**src/rtl/pc_fetch_unit.sv**
```systemverilog
// pc_fetch_unit
// Program-counter and fetch-sequencing stage placed directly in front of a
// combinational instruction memory. Generates the fetch address, advances it
// sequentially or jumps through a small loadable branch-target table, freezes
// on stall/halt and runs a start/done handshake with the surrounding top level.
//
// Handshake: start is a level sampled only while idle or halted; a run begins
// on the edge where start=1 is seen. running stays high for the whole run and
// done stays high from the halt edge until the edge that accepts the next start.
//
// Ports
//   clk          in   system clock, rising edge
//   reset        in   synchronous active-high reset (clears state and LUT)
//   start        in   begin a run (IDLE/HALT only)
//   stall        in   freeze pc/count for this cycle
//   halt         in   halt instruction at current pc
//   branch_en    in   branch instruction at current pc
//   branch_taken in   branch condition result
//   lut_sel      in   branch-target table read index
//   lut_we       in   branch-target table write enable
//   lut_waddr    in   branch-target table write index
//   lut_wdata    in   branch-target table write data (absolute target)
//   pc           out  current fetch address
//   running      out  high in RUN
//   done         out  high in HALT
//   instr_count  out  saturating count of non-stalled RUN cycles
//   dbg_state    out  raw FSM state for observation
module pc_fetch_unit #(
  parameter int                 PC_BITS   = 12,
  parameter logic [PC_BITS-1:0] START_PC  = '0,
  parameter int                 LUT_DEPTH = 8,
  parameter int                 CNT_BITS  = 16
) (
  input  logic                clk,
  input  logic                reset,
  input  logic                start,
  input  logic                stall,
  input  logic                halt,
  input  logic                branch_en,
  input  logic                branch_taken,
  input  logic [2:0]          lut_sel,
  input  logic                lut_we,
  input  logic [2:0]          lut_waddr,
  input  logic [PC_BITS-1:0]  lut_wdata,
  output logic [PC_BITS-1:0]  pc,
  output logic                running,
  output logic                done,
  output logic [CNT_BITS-1:0] instr_count,
  output logic [1:0]          dbg_state
);

  localparam logic [1:0] S_IDLE = 2'd0;
  localparam logic [1:0] S_RUN  = 2'd1;
  localparam logic [1:0] S_HALT = 2'd2;

  logic [1:0]          r_state;
  logic [PC_BITS-1:0]  r_pc;
  logic [CNT_BITS-1:0] r_cnt;
  logic [PC_BITS-1:0]  r_lut [LUT_DEPTH];

  logic [CNT_BITS-1:0] w_cnt_next;
  logic                w_take_branch;

  // Counter sticks at all-ones instead of wrapping.
  assign w_cnt_next    = (r_cnt == '1) ? r_cnt : r_cnt + 1'b1;
  assign w_take_branch = branch_en & branch_taken;

  always_ff @(posedge clk) begin
    if (reset) begin
      r_state <= S_IDLE;
      r_pc    <= '0;
      r_cnt   <= '0;
      for (int i = 0; i < LUT_DEPTH; i++) begin
        r_lut[i] <= '0;
      end
    end else begin
      // The branch read below sees the pre-edge table contents, so a write
      // to the same index only becomes visible on the following cycle.
      if (lut_we) begin
        r_lut[lut_waddr] <= lut_wdata;
      end
      case (r_state)
        S_IDLE, S_HALT: begin
          if (start) begin
            r_state <= S_RUN;
            r_pc    <= START_PC;
            r_cnt   <= '0;
          end
        end
        S_RUN: begin
          // Stall outranks everything; the decoder re-presents its events.
          if (!stall) begin
            r_cnt <= w_cnt_next;
            if (halt) begin
              r_state <= S_HALT;
            end else if (w_take_branch) begin
              r_pc <= r_lut[lut_sel];
            end else begin
              r_pc <= r_pc + 1'b1;
            end
          end
        end
        default: r_state <= S_IDLE;
      endcase
    end
  end

  assign pc          = r_pc;
  assign instr_count = r_cnt;
  assign running     = (r_state == S_RUN);
  assign done        = (r_state == S_HALT);
  assign dbg_state   = r_state;

endmodule

```
**config.mk**
```make
export PLATFORM = sky130hd
export DESIGN_NAME = pc_fetch_unit
export DESIGN_NICKNAME = d
export VERILOG_FILES = /design/src/rtl/pc_fetch_unit.sv
export SDC_FILE = /design/constraint.sdc
export NUM_CORES = 1
export LEC_CHECK = 0
export BUFFER_PORTS_ARGS = -buffer_cell sky130_fd_sc_hd__buf_2
export CORE_UTILIZATION = 59
export CTS_CLUSTER_SIZE = 30
export DETAILED_ROUTE_END_ITERATION = 10
export GPL_TIMING_DRIVEN = 0
export PLACE_DENSITY = 0.85
export SYNTH_ARGS = -nofsm -noshare
export SYNTH_HDL_FRONTEND = slang
export SYNTH_SLANG_ARGS = --single-unit
```
**constraint.sdc**
```tcl
create_clock -name clk -period 2.53 [get_ports clk]
set_clock_uncertainty 0.05 [all_clocks]
set_input_delay 0.3795 -clock clk [delete_from_list [all_inputs] [get_ports clk]]
set_output_delay 0.3795 -clock clk [all_outputs]
set_load 0.01 [all_outputs]
```
== Word-level counts from Yosys, hierarchy flattened ==
Memory sizes are Yosys's and may differ from the RTL's.
Index checks and enable logic that the tools add are counted.
W data, S select, Z words.

* Add/subtract/negate cells: 2
* Equality and inequality tests: 8
* Multiplexer cells: 21
* Bitwise logic cells: 1
* Reductions and logical operators: 7

{| class="wikitable"
|+ Operators with widths
! cell !! number
|-
| $mux W12 || 5
|-
| $mux W16 || 3
|-
| $pmux W16 S2 || 1
|-
| $pmux W12 S2 || 1
|-
| $add A16 B1 Y16 const B || 1
|-
| $eq A16 B16 Y1 const B || 1
|-
| $add A12 B1 Y12 const B || 1
|-
| $reduce_or A12 Y1 || 1
|-
| $ne A2 B2 Y1 const B || 5
|-
| $reduce_and A4 Y1 || 2
|-
| $mux W1 || 6
|-
| $mux W2 || 3
|-
| $pmux W2 S2 || 1
|-
| $mux W3 || 1
|-
| $reduce_and A3 Y1 || 1
|-
| $eq A2 B1 Y1 const B || 1
|-
| $eq A2 B2 Y1 const B || 1
|-
| $logic_not A2 Y1 || 1
|-
| $reduce_bool A2 Y1 || 1
|-
| $reduce_or A2 Y1 || 1
|-
| $and A1 B1 Y1 || 1
|}

* Register bits after elaboration: 30
* Bits in writable memories: 96
* Input port bits: 26
* Output and inout bits: 32
* Memories: 1

{| class="wikitable"
|+ Memories
! memory !! words !! bits a word !! read ports !! clocked after Yosys merged registers in !! wr ports !! RTL line !! text
|-
| r_lut || 8 || 12 || 1 || 0 || 8 || 59 || <nowiki>logic [PC_BITS-1:0] r_lut [LUT_DEPTH];</nowiki>
|}

== Depth between registers and ports, before layout ==
* Word-level depth: 5
* Mapped depth: 7
* Gate-level depth less buffers: 6

== Worst setup path after synthesis ==
OpenSTA, ideal clock, no wires.

* Path kind: input-to-reg
* From: in reset
* To: mem r_lut[1][0] (enable)
* Data arrival time: 1.579 ns
* Data required time: 2.082 ns
* Setup slack: 0.504 ns
* Stages on the path: 3
* Cells stage by stage: inv_1 nand3b_1 o21ai_0

{| class="wikitable"
|+ RTL lines
! element !! RTL line !! text
|-
| from (decl) || 35 || <nowiki>input logic reset,</nowiki>
|-
| to (decl) || 59 ||
|}

== Worst setup path after layout ==
* From: reg r_state[0] (netlist: dbg_state[0])
* To: out running

* Longest elaborated chain between the ends: 1

{| class="wikitable"
|+ Ends and longest elaborated chain
! element !! RTL line !! text
|-
| from (decl) || 56 || <nowiki>logic [1:0] r_state;</nowiki>
|-
| from (signal assigned) || 70 || <nowiki>r_state <= S_IDLE;</nowiki>
|-
| from (signal assigned) || 85 || <nowiki>r_state <= S_RUN;</nowiki>
|-
| from (signal assigned) || 95 || <nowiki>r_state <= S_HALT;</nowiki>
|-
| $eq A2 B1 Y1 || 110 || <nowiki>assign running = (r_state == S_RUN);</nowiki>
|-
| to (decl) || 46 || <nowiki>output logic running,</nowiki>
|}

Every way passes these cells.

==> out/qor.txt <==
status: finished, final reports clean
final WL: 13,700 um
GR Util met2: 45.7%
CTS root buf: clkbuf_8
Layout Cell Area excl Fill: 0.00710 sq mm
R2R setup slack: 0.60 ns
Clock Tree Buf Depth: 2
Startpoint Class: flop
Max VDD drop: 0.738 mV
post-synth top area cell: edfxtp_1
Setup WS post-layout: 0.409 ns
CP arrival: 1.69 ns
Pins Over Slew Limit: 0
mapped cell area: 0.00598 sq mm
Layout Utilization: 72.6%
dpl cell area: 0.00649 sq mm
CTS tree: yes
average size of a mapped cell: 12.7 sq um
post-synthesis sequential area ratio: 58.3%
synth top area cells: edfxtp_1, and2_1, dfxtp_1, mux4_2, nor2_1
CTS Buf Count: 17
Slew headroom: 37.8%
layout cells sized above 1: 25.1%
final cell count without fillers: 695
number of synthesized flops with an enable pin: 96
Period minus WS final: 2.12 ns
Yosys top cell area share: 48.2%
Starting Density: 61.1%
wire per inst: 19.7 um
postcts setup bufs: 0
number of port buffers: 55
pre-CTS WS: 0.308 ns
GP Congestion: 0.892
gr ovfl total: 0
CTS Hold Bufs: 0
period utilization: 83.8%
Cells after DPL: 663
RSZ-0062 raised after global routing: false
Fin Setup TNS: 0 ns
GR Util met3: 8.41%
initial antenna violation count: 0
Max Fclk: 472 MHz
PwrDens: 744 mW/mm^2
Syn Nets: 497
Clk pin slew, worst setup/hold paths: 0.06 ns
endpoints failing hold: 0
GRT Util Overall: 28.3%
Rows: 36
DR pass1 iterations: 5
cts repair resizes: 0
Min-Delay Path Class: in2reg
Max Cap Viol: 0
placeable core region: 0.00977 sq mm
HPWL after DPL: 9140 um
Slew @ Worst Pin: 0.926 ns
Most Crowded Layer GR: met2
Final ANT Viol Nets: 0
CP Max Fanout: 10
Worst-Skew Late Latency: 0.53 ns
number of synthesized register bits: 126
# clock sinks: 126
total number of yosys warnings: 0
asr flop ratio synth: 0%
unique cell type count in the Yosys netlist: 54
antenna cells: 0
CP Capture Type: output port
Final Setup Violations: 0
die extent in x: 103 um
vias in the first global route: 3,887
Top Ports: 58
largest net degree at the start of global routing: 17
required time of the critical path: 2.10 ns
GR Util met1: 35.3%
Vias per Instance: 6.06
htree depth: 4
critical path type: reg2out
routed via count: 4,215
Fillers: 660
Die Ht: 103 um
DRC errors left: 0
first-pass GRT wire length: 20,800 um
area grow syn2layout: 18.7%
Mapped Cells: 469
most frequent cells in the layout: and2_1, edfxtp_1, buf_2
# nets final: 577
ys flop type: edfxtp_1
Static Leak: 0.00264 uW
Iteration-0 DRC Markers: 406
die area: 0.0105 sq mm
-- critical path: stages, from the launching register on --
cell and delay, ns:
dfxtp_1 0.46, nor2b_1 0.25, buf_2 0.28, buf_2 0.18
-- area by class of cell --
type | instances | area [sq um] | share of cell area [%]
Multi-Input combinational cell | 314 | 2370 | 33.4
Timing Repair Buffer | 61 | 343 | 4.83
Tap cell | 133 | 166 | 2.34
Clock buffer | 18 | 418 | 5.89
Sequential cell | 126 | 3480 | 49.1
Buffer | 24 | 106 | 1.50
Inverter | 5 | 18.8 | 0.264
Clock inverter | 14 | 193 | 2.72
-- sequential cells by signal, indices dropped and copies added (netlist names) --
signal,cells
instr_count,16
pc,12
dbg_state,2
r_lut,96
-- worst paths after layout --
| kind | startpoint | end | cells after the start |
|---|---|---|---|
| hold reg to reg | pc[7] | pc[7] | 1 |
| hold / removal | halt | dbg_state[1] | 3 |
| setup reg to reg | instr_count[0] | instr_count[3] | 6 |
| setup / recovery | dbg_state[0] | running | 3 |
-- cell families (layout without fill, tap and decap cells) --
group	count (synthesis)	in the layout	share of synthesized area, %
xor gates and xnor gates	10	10	1.47
buffers and inverters	29	122	2.09
AOI/OAI and AO/OA	63	63	7.08
DFF	126	126	58.3
adders and majority gates	2	2	0.419
muxes	36	36	11.1
and+or+nand+nor	203	203	19.6
-- synthesized netlist by cell type, types with 3 or more instances --
master / n
and2_1: 96
edfxtp_1: 96
dfxtp_1: 30
nor2_1: 27
mux4_2: 24
nand2_1: 22
o21ai_0: 19
nand3_1: 13
a21oi_1: 12
clkbuf_1: 12
buf_2: 10
mux2i_1: 10
nor3_1: 10
xnor2_1: 10
a31oi_1: 6
nor4_1: 6
inv_1: 5
o211ai_1: 5
nand4_1: 4
o221ai_1: 4
a211oi_1: 3
nor2b_1: 3
or2_2: 3
-- per-stage QoR --
stage | hold WS [ns] | power, uW
2_1_floorplan | 0.465 | 2640
3_3_place_gp | 0.446 | 2760
3_5_place_dp | 0.459 | 2790
4_1_cts | 0.0881 | 5280
5_1_grt | 0.108 | 5400
6_report | 0.111 | 5280
-- power by group --
part           switching [uW]  leakage (uW)  internal (uW)  total [uW]
clock                     922      0.000293           1600        2520
combinational             219       0.00119            161         380
sequential               43.7       0.00116           2330        2380
total                    1180       0.00264           4100        5280
-- metal layers --
layer / part of all wire (%) / up-vias
li1: - / 1920
met1: 40 / 2026
met4: 2.6 / 0
met2: 49 / 231
met5: 0 / -
met3: 8.7 / 38
Power figures use the tool's default switching activity.
